`config.mk`:
```
export PLATFORM = sky130hd
export DESIGN_NAME = synchronous_fifo
export DESIGN_NICKNAME = d
export VERILOG_FILES = /design/src/rtl/synchronous_fifo.sv
export SDC_FILE = /design/constraint.sdc
export NUM_CORES = 1
export LEC_CHECK = 0
export BUFFER_PORTS_ARGS = -buffer_cell sky130_fd_sc_hd__buf_2
export CAP_MARGIN = 20
export CORE_UTILIZATION = 40
export DETAILED_ROUTE_END_ITERATION = 16
export SLEW_MARGIN = 5
export SYNTH_ARGS = -nofsm -noshare
export SYNTH_HDL_FRONTEND = slang
export SYNTH_SLANG_ARGS = --single-unit
```
`constraint.sdc`:
```
create_clock -name clk -period 8.25 [get_ports clk]
set_input_delay 2.475 -clock clk [delete_from_list [all_inputs] [get_ports clk]]
set_output_delay 2.475 -clock clk [all_outputs]
set_load 0.03 [all_outputs]
```
`src/rtl/synchronous_fifo.sv`:
```
// synchronous_fifo: single-clock FIFO with registered read data and full/empty flags
module synchronous_fifo #(
  parameter int DATA_WIDTH = 32,
  parameter int DEPTH = 32
) (
  input  logic                  clk,
  input  logic                  reset_signal,
  input  logic                  write_enable,
  input  logic [DATA_WIDTH-1:0] data_input,
  input  logic                  read_enable,
  output logic [DATA_WIDTH-1:0] data_output,
  output logic                  full_f,
  output logic                  empty_f
);
  localparam int ADDR_WIDTH = $clog2(DEPTH);
  logic [DATA_WIDTH-1:0] mem [DEPTH];
  logic [ADDR_WIDTH:0] wr_ptr_q, wr_ptr_d, rd_ptr_q, rd_ptr_d;
  logic [DATA_WIDTH-1:0] data_output_q, data_output_d;
  logic wr_en, rd_en;
  assign empty_f = wr_ptr_q == rd_ptr_q;
  assign full_f = (wr_ptr_q[ADDR_WIDTH-1:0] == rd_ptr_q[ADDR_WIDTH-1:0]) && (wr_ptr_q[ADDR_WIDTH] != rd_ptr_q[ADDR_WIDTH]);
  assign data_output = data_output_q;
  always_comb begin
    wr_en = write_enable && !full_f;
    rd_en = read_enable && !empty_f;
    wr_ptr_d = wr_en ? wr_ptr_q + (ADDR_WIDTH+1)'(1) : wr_ptr_q;
    rd_ptr_d = rd_en ? rd_ptr_q + (ADDR_WIDTH+1)'(1) : rd_ptr_q;
    data_output_d = rd_en ? mem[rd_ptr_q[ADDR_WIDTH-1:0]] : data_output_q;
  end
  always_ff @(posedge clk) begin
    if (wr_en) mem[wr_ptr_q[ADDR_WIDTH-1:0]] <= data_input;
  end
  always_ff @(posedge clk or negedge reset_signal) begin
    if (!reset_signal) begin
      wr_ptr_q <= '0;
      rd_ptr_q <= '0;
      data_output_q <= '0;
    end else begin
      wr_ptr_q <= wr_ptr_d;
      rd_ptr_q <= rd_ptr_d;
      data_output_q <= data_output_d;
    end
  end
endmodule

```
==> impl_results.html <==
<table>
<tr><th>Metric</th><th>Value</th></tr>
<tr><th colspan="2">Outcome</th></tr>
<tr><td>Status</td><td>complete, no violations</td></tr>
<tr><th colspan="2">Hold path</th></tr>
<tr><td>Hold WC Path Type</td><td>reg -&gt; reg</td></tr>
<tr><td>Min-delay src</td><td>data_output[13]</td></tr>
<tr><td>Cell count of the worst hold path</td><td>2</td></tr>
<tr><td>Sink of the worst hold path</td><td>data_output[13]</td></tr>
<tr><th colspan="2">Layout</th></tr>
<tr><td>Fraction of layout instances using a drive strength above 1</td><td>approximately 21%</td></tr>
<tr><td>Final Instance Count excl. Fillers</td><td>about 3600</td></tr>
<tr><td>Layout Area Growth over Synthesis</td><td>13.5%</td></tr>
<tr><td>Commonest non-fill, non-tap cells in the layout</td><td>1024 x edfxtp_1, 285 x mux2i_1, 128 x mux4_2, 106 x clkbuf_16, 78 x a22oi_1</td></tr>
<tr><td>Leading cell type in the layout, fill and taps excluded</td><td>edfxtp_1</td></tr>
<tr><td>Number of nets in the layout</td><td>between 2000 and 2500</td></tr>
<tr><th colspan="2">Timing</th></tr>
<tr><td>RSZ-0062 raised after global routing</td><td>no</td></tr>
<tr><td>Peak clock frequency supported by timing</td><td>0.200 GHz</td></tr>
<tr><td>Total of endpoints with negative setup slack in the final report</td><td>0</td></tr>
<tr><td>Setup TNS</td><td>0 ps</td></tr>
<tr><td>Number of pins exceeding their max-slew limit in the final report</td><td>0</td></tr>
<tr><td>Max-slew headroom</td><td>around 26%</td></tr>
<tr><td>Final Critical Period</td><td>between 4000 and 5000 ps</td></tr>
<tr><td>Post-Route Skew</td><td>about 35 ps</td></tr>
<tr><td>Ratio of final minimum period to clock period</td><td>around three fifths</td></tr>
<tr><td>Final Hold Viols</td><td>0</td></tr>
<tr><td>Measured slew at the worst slew-check pin</td><td>around 1100 ps</td></tr>
<tr><td>Worst hold-check slack</td><td>about 470 ps</td></tr>
<tr><th colspan="2">Clock tree</th></tr>
<tr><td>Clock tree from TritonCTS</td><td>built</td></tr>
<tr><td>Maximum number of buffers from clock root to sink</td><td>3</td></tr>
<tr><td>Clock Sinks</td><td>about 1100</td></tr>
<tr><td>Setup Buffers After CTS</td><td>0</td></tr>
<tr><td>Buffer type at the clock tree root</td><td>clkbuf_16</td></tr>
<tr><td>Level count of the clock H-tree</td><td>3</td></tr>
<tr><td>Number of buffers inserted for hold repair after clock tree synthesis</td><td>0</td></tr>
<tr><td>Clock edge transition at the registers on the reported setup and hold paths</td><td>about 60 ps</td></tr>
<tr><td>Number of clock buffers inserted by TritonCTS</td><td>approximately 110</td></tr>
<tr><td>Post-cts gate resize count</td><td>0</td></tr>
<tr><td>Source-to-sink clock delay at the later pin of the worst-skew pair</td><td>680 ps</td></tr>
<tr><th colspan="2">Die</th></tr>
<tr><td>Die area</td><td>~100000 um2</td></tr>
<tr><td>Starting density of the core</td><td>between 40% and 50%</td></tr>
<tr><td>Placeable core region</td><td>just over 100000 um2</td></tr>
<tr><td>Overall die height</td><td>~320 um</td></tr>
<tr><td>Number of top-level pins</td><td>70</td></tr>
<tr><td>Std cell rows</td><td>between 100 and 150</td></tr>
<tr><td>Die span in x</td><td>~320 um</td></tr>
<tr><th colspan="2">Synthesis</th></tr>
<tr><td>Warnings, synthesis</td><td>0</td></tr>
<tr><td>Number of nets produced by synthesis</td><td>about 2100</td></tr>
<tr><td>Fraction of the yosys area taken by sequential cells</td><td>between 70% and 80%</td></tr>
<tr><td>Post-synthesis area per instance</td><td>20.4 um2</td></tr>
<tr><td>Netlist area before placement</td><td>between 40000 and 50000 um2</td></tr>
<tr><td>Most instantiated flip-flop cell in the synthesis netlist</td><td>edfxtp_1</td></tr>
<tr><td>Synth async-reset ratio</td><td>approximately 4.1%</td></tr>
<tr><td>Synth Instances</td><td>between 2000 and 2500</td></tr>
<tr><td>Register bit total from synthesis</td><td>roughly 1100</td></tr>
<tr><td>Count of unique library cells instantiated by Yosys</td><td>52</td></tr>
<tr><td>Number of flops mapped to enable cells by yosys</td><td>between 1000 and 1500</td></tr>
<tr><th colspan="2">Power</th></tr>
<tr><td>Largest vdd supply drop</td><td>~0.19 mV</td></tr>
<tr><td>Power per cell area</td><td>347 nW/um2</td></tr>
<tr><td>Leak pwr</td><td>~0.015 uW</td></tr>
<tr><td>Total Power</td><td>around 16000 uW</td></tr>
<tr><th colspan="2">Global routing</th></tr>
<tr><td>Number of global-route vias before repair</td><td>roughly 20000</td></tr>
<tr><td>Wire length of the first global-routing pass</td><td>150000 um</td></tr>
<tr><td>Global route overflow</td><td>0</td></tr>
<tr><td>Total global-route track usage</td><td>roughly 20%</td></tr>
<tr><td>Maximum number of pins on one net before global-route repair</td><td>between 70 and 80</td></tr>
<tr><td>Antenna violations before repair</td><td>7</td></tr>
<tr><th colspan="2">Setup path</th></tr>
<tr><td>Data arrival time of the critical path</td><td>between 2000 and 3000 ps</td></tr>
<tr><td>Nature of the critical path startpoint</td><td>flop</td></tr>
<tr><td>R2R depth</td><td>7</td></tr>
<tr><td>Required arrival time at the worst endpoint</td><td>5780 ps</td></tr>
<tr><td>Cell breakdown of the critical path</td><td>xor2_1 &gt; nor3_2 &gt; nand2_1 &gt; nor2_1 &gt; buf_2</td></tr>
<tr><td>Worst Setup End Kind</td><td>output pin</td></tr>
<tr><td>R2r endpoint</td><td>data_output[12]</td></tr>
<tr><td>Worst reg-to-reg setup slack</td><td>roughly 3800 ps</td></tr>
<tr><td>Reg2Reg Launch Point</td><td>rd_ptr_q[1]</td></tr>
<tr><td>Delay of the slowest critical-path stage</td><td>660 ps</td></tr>
<tr><td>Worst Path Buf+Inv</td><td>1</td></tr>
<tr><td>Critical-path cell with the highest stage delay</td><td>dfrtp_4</td></tr>
<tr><td>Highest fanout seen on the critical path</td><td>32</td></tr>
<tr><td>Worst path top cell family by delay</td><td>simple AND/OR/NAND/NOR gates</td></tr>
<tr><td>Category of the critical setup timing path</td><td>reg -&gt; out</td></tr>
<tr><th colspan="2">Detailed routing</th></tr>
<tr><td>DR vias/cell</td><td>between 5 and 6</td></tr>
<tr><td>Post-detailed-route count of antenna-violating nets</td><td>0</td></tr>
<tr><td>Detailed router's first-iteration violation count</td><td>approximately 2100</td></tr>
<tr><td>Routed WL per cell</td><td>29.6 um</td></tr>
<tr><td>Count of vias placed by the detailed router</td><td>roughly 20000</td></tr>
<tr><td>Number of detailed-routing iterations run before antenna repair</td><td>6</td></tr>
<tr><td>WL final</td><td>roughly 110000 um</td></tr>
<tr><td>DR DRC count</td><td>0</td></tr>
<tr><th colspan="2">Placement</th></tr>
<tr><td>Weighted congestion at the end of routability-driven global placement</td><td>just over 0.8</td></tr>
<tr><td>Port bufs</td><td>around 70</td></tr>
<tr><td>Half-perimeter wire length of the detailed placement result</td><td>63600 um</td></tr>
<tr><td>Number of placed instances, taps included</td><td>3373</td></tr>
<tr><th colspan="2">Run</th></tr>
<tr><td>Max-cap viol count</td><td>0</td></tr>
</table>
[synthesized netlist by cell type, types with 5 or more instances]
cell type / n / area [um2]
a2111oi_2: 18 / 270
a211oi_1: 19 / 143
a21oi_1: 40 / 200
a22o_1: 14 / 123
a22oi_1: 78 / 586
a31oi_1: 13 / 81.3
buf_2: 48 / 240
buf_4: 23 / 173
buf_6: 13 / 146
clkbuf_1: 25 / 93.8
dfrtp_1: 44 / 1100
edfxtp_1: 1024 / 30700
ha_1: 5 / 62.6
inv_1: 6 / 22.5
mux2i_1: 285 / 2850
mux4_1: 11 / 289
mux4_2: 128 / 2880
nand2_1: 31 / 116
nor2_1: 77 / 289
nor2b_1: 5 / 31.3
nor3_1: 13 / 65.1
o221ai_1: 19 / 166
o22ai_1: 18 / 113
o31ai_1: 19 / 143
xnor2_1: 9 / 78.8
xor2_1: 8 / 70.1
[final cells by class]
cell class                      count  area (um2)
Fill cell                        8521       55200
Inverter                            6        22.5
Sequential cell                  1068       31900
Tap cell                         1368        1710
Timing Repair Buffer              107         861
Antenna cell                        2        5.00
Clock buffer                      148        2930
Multi-Input combinational cell    839        9040
Clock inverter                     51         517
[cell families after synthesis]
| family | Yosys count | share of synthesized area, % |
|---|---|---|
| AND/OR/NAND/NOR | 150 | 1.61 |
| AO/OA/AOI/OAI | 242 | 4.49 |
| adder cells (fa/ha/maj) | 5 | 0.151 |
| XOR/XNOR | 17 | 0.360 |
| buffers and inverters | 123 | 1.83 |
| multiplexers | 425 | 14.6 |
| flip-flops | 1068 | 77.0 |
[metrics by stage]
stage,setup slack [ps],area [um2],utilization (%)
detailed placement,2930,43200,42.3
global placement,2880,43100,42.2
floorplan,3320,41400,-
global route,3170,46900,45.9
CTS,3160,46600,45.6
finish,3260,47000,45.9
[flip-flops by register name, summed over array words and instances (netlist names)]
register     count
wr_ptr_q         6
data_output     32
rd_ptr_q         6
mem           1024
[tightest hold or removal path, delay by kind of cell, from the launching register on]
kind / cells / cell delay, ps
AOI/OAI and AO/OA: 1 / 50
and+or+nand+nor: 1 / 50
DFF: 1 / 340
[routing by layer]
layer  routed length [um]  track usage, %  vias up  share of wire (%)
met5                    7               0        -             0.0066
met4                 1850            4.61        2                1.7
met3                 5740            2.68      120                5.4
met2                55100            35.7      630                 52
met1                43700            27.1    10900                 41
li1                     -               -     8595                  -
[where the power goes]
part	switching (uW)	internal, uW	total [uW]
Clock	2020	2760	4780
Sequential	333	6400	6730
Combinational	3070	1710	4780
[how the worst max path moves through the flow]
stage	start	end	slack (ps)	cells after the start
floorplan	write_enable	mem[31][0]	3320	4
global placement	write_enable	mem[19][13]	2880	5
detailed placement	write_enable	mem[16][13]	2930	5
CTS	rd_ptr_q[2]	full_f	3160	5
global route	rd_ptr_q[2]	full_f	3170	5
finish	rd_ptr_q[2]	full_f	3260	5
Note: power is estimated with default switching activity, not from simulation.
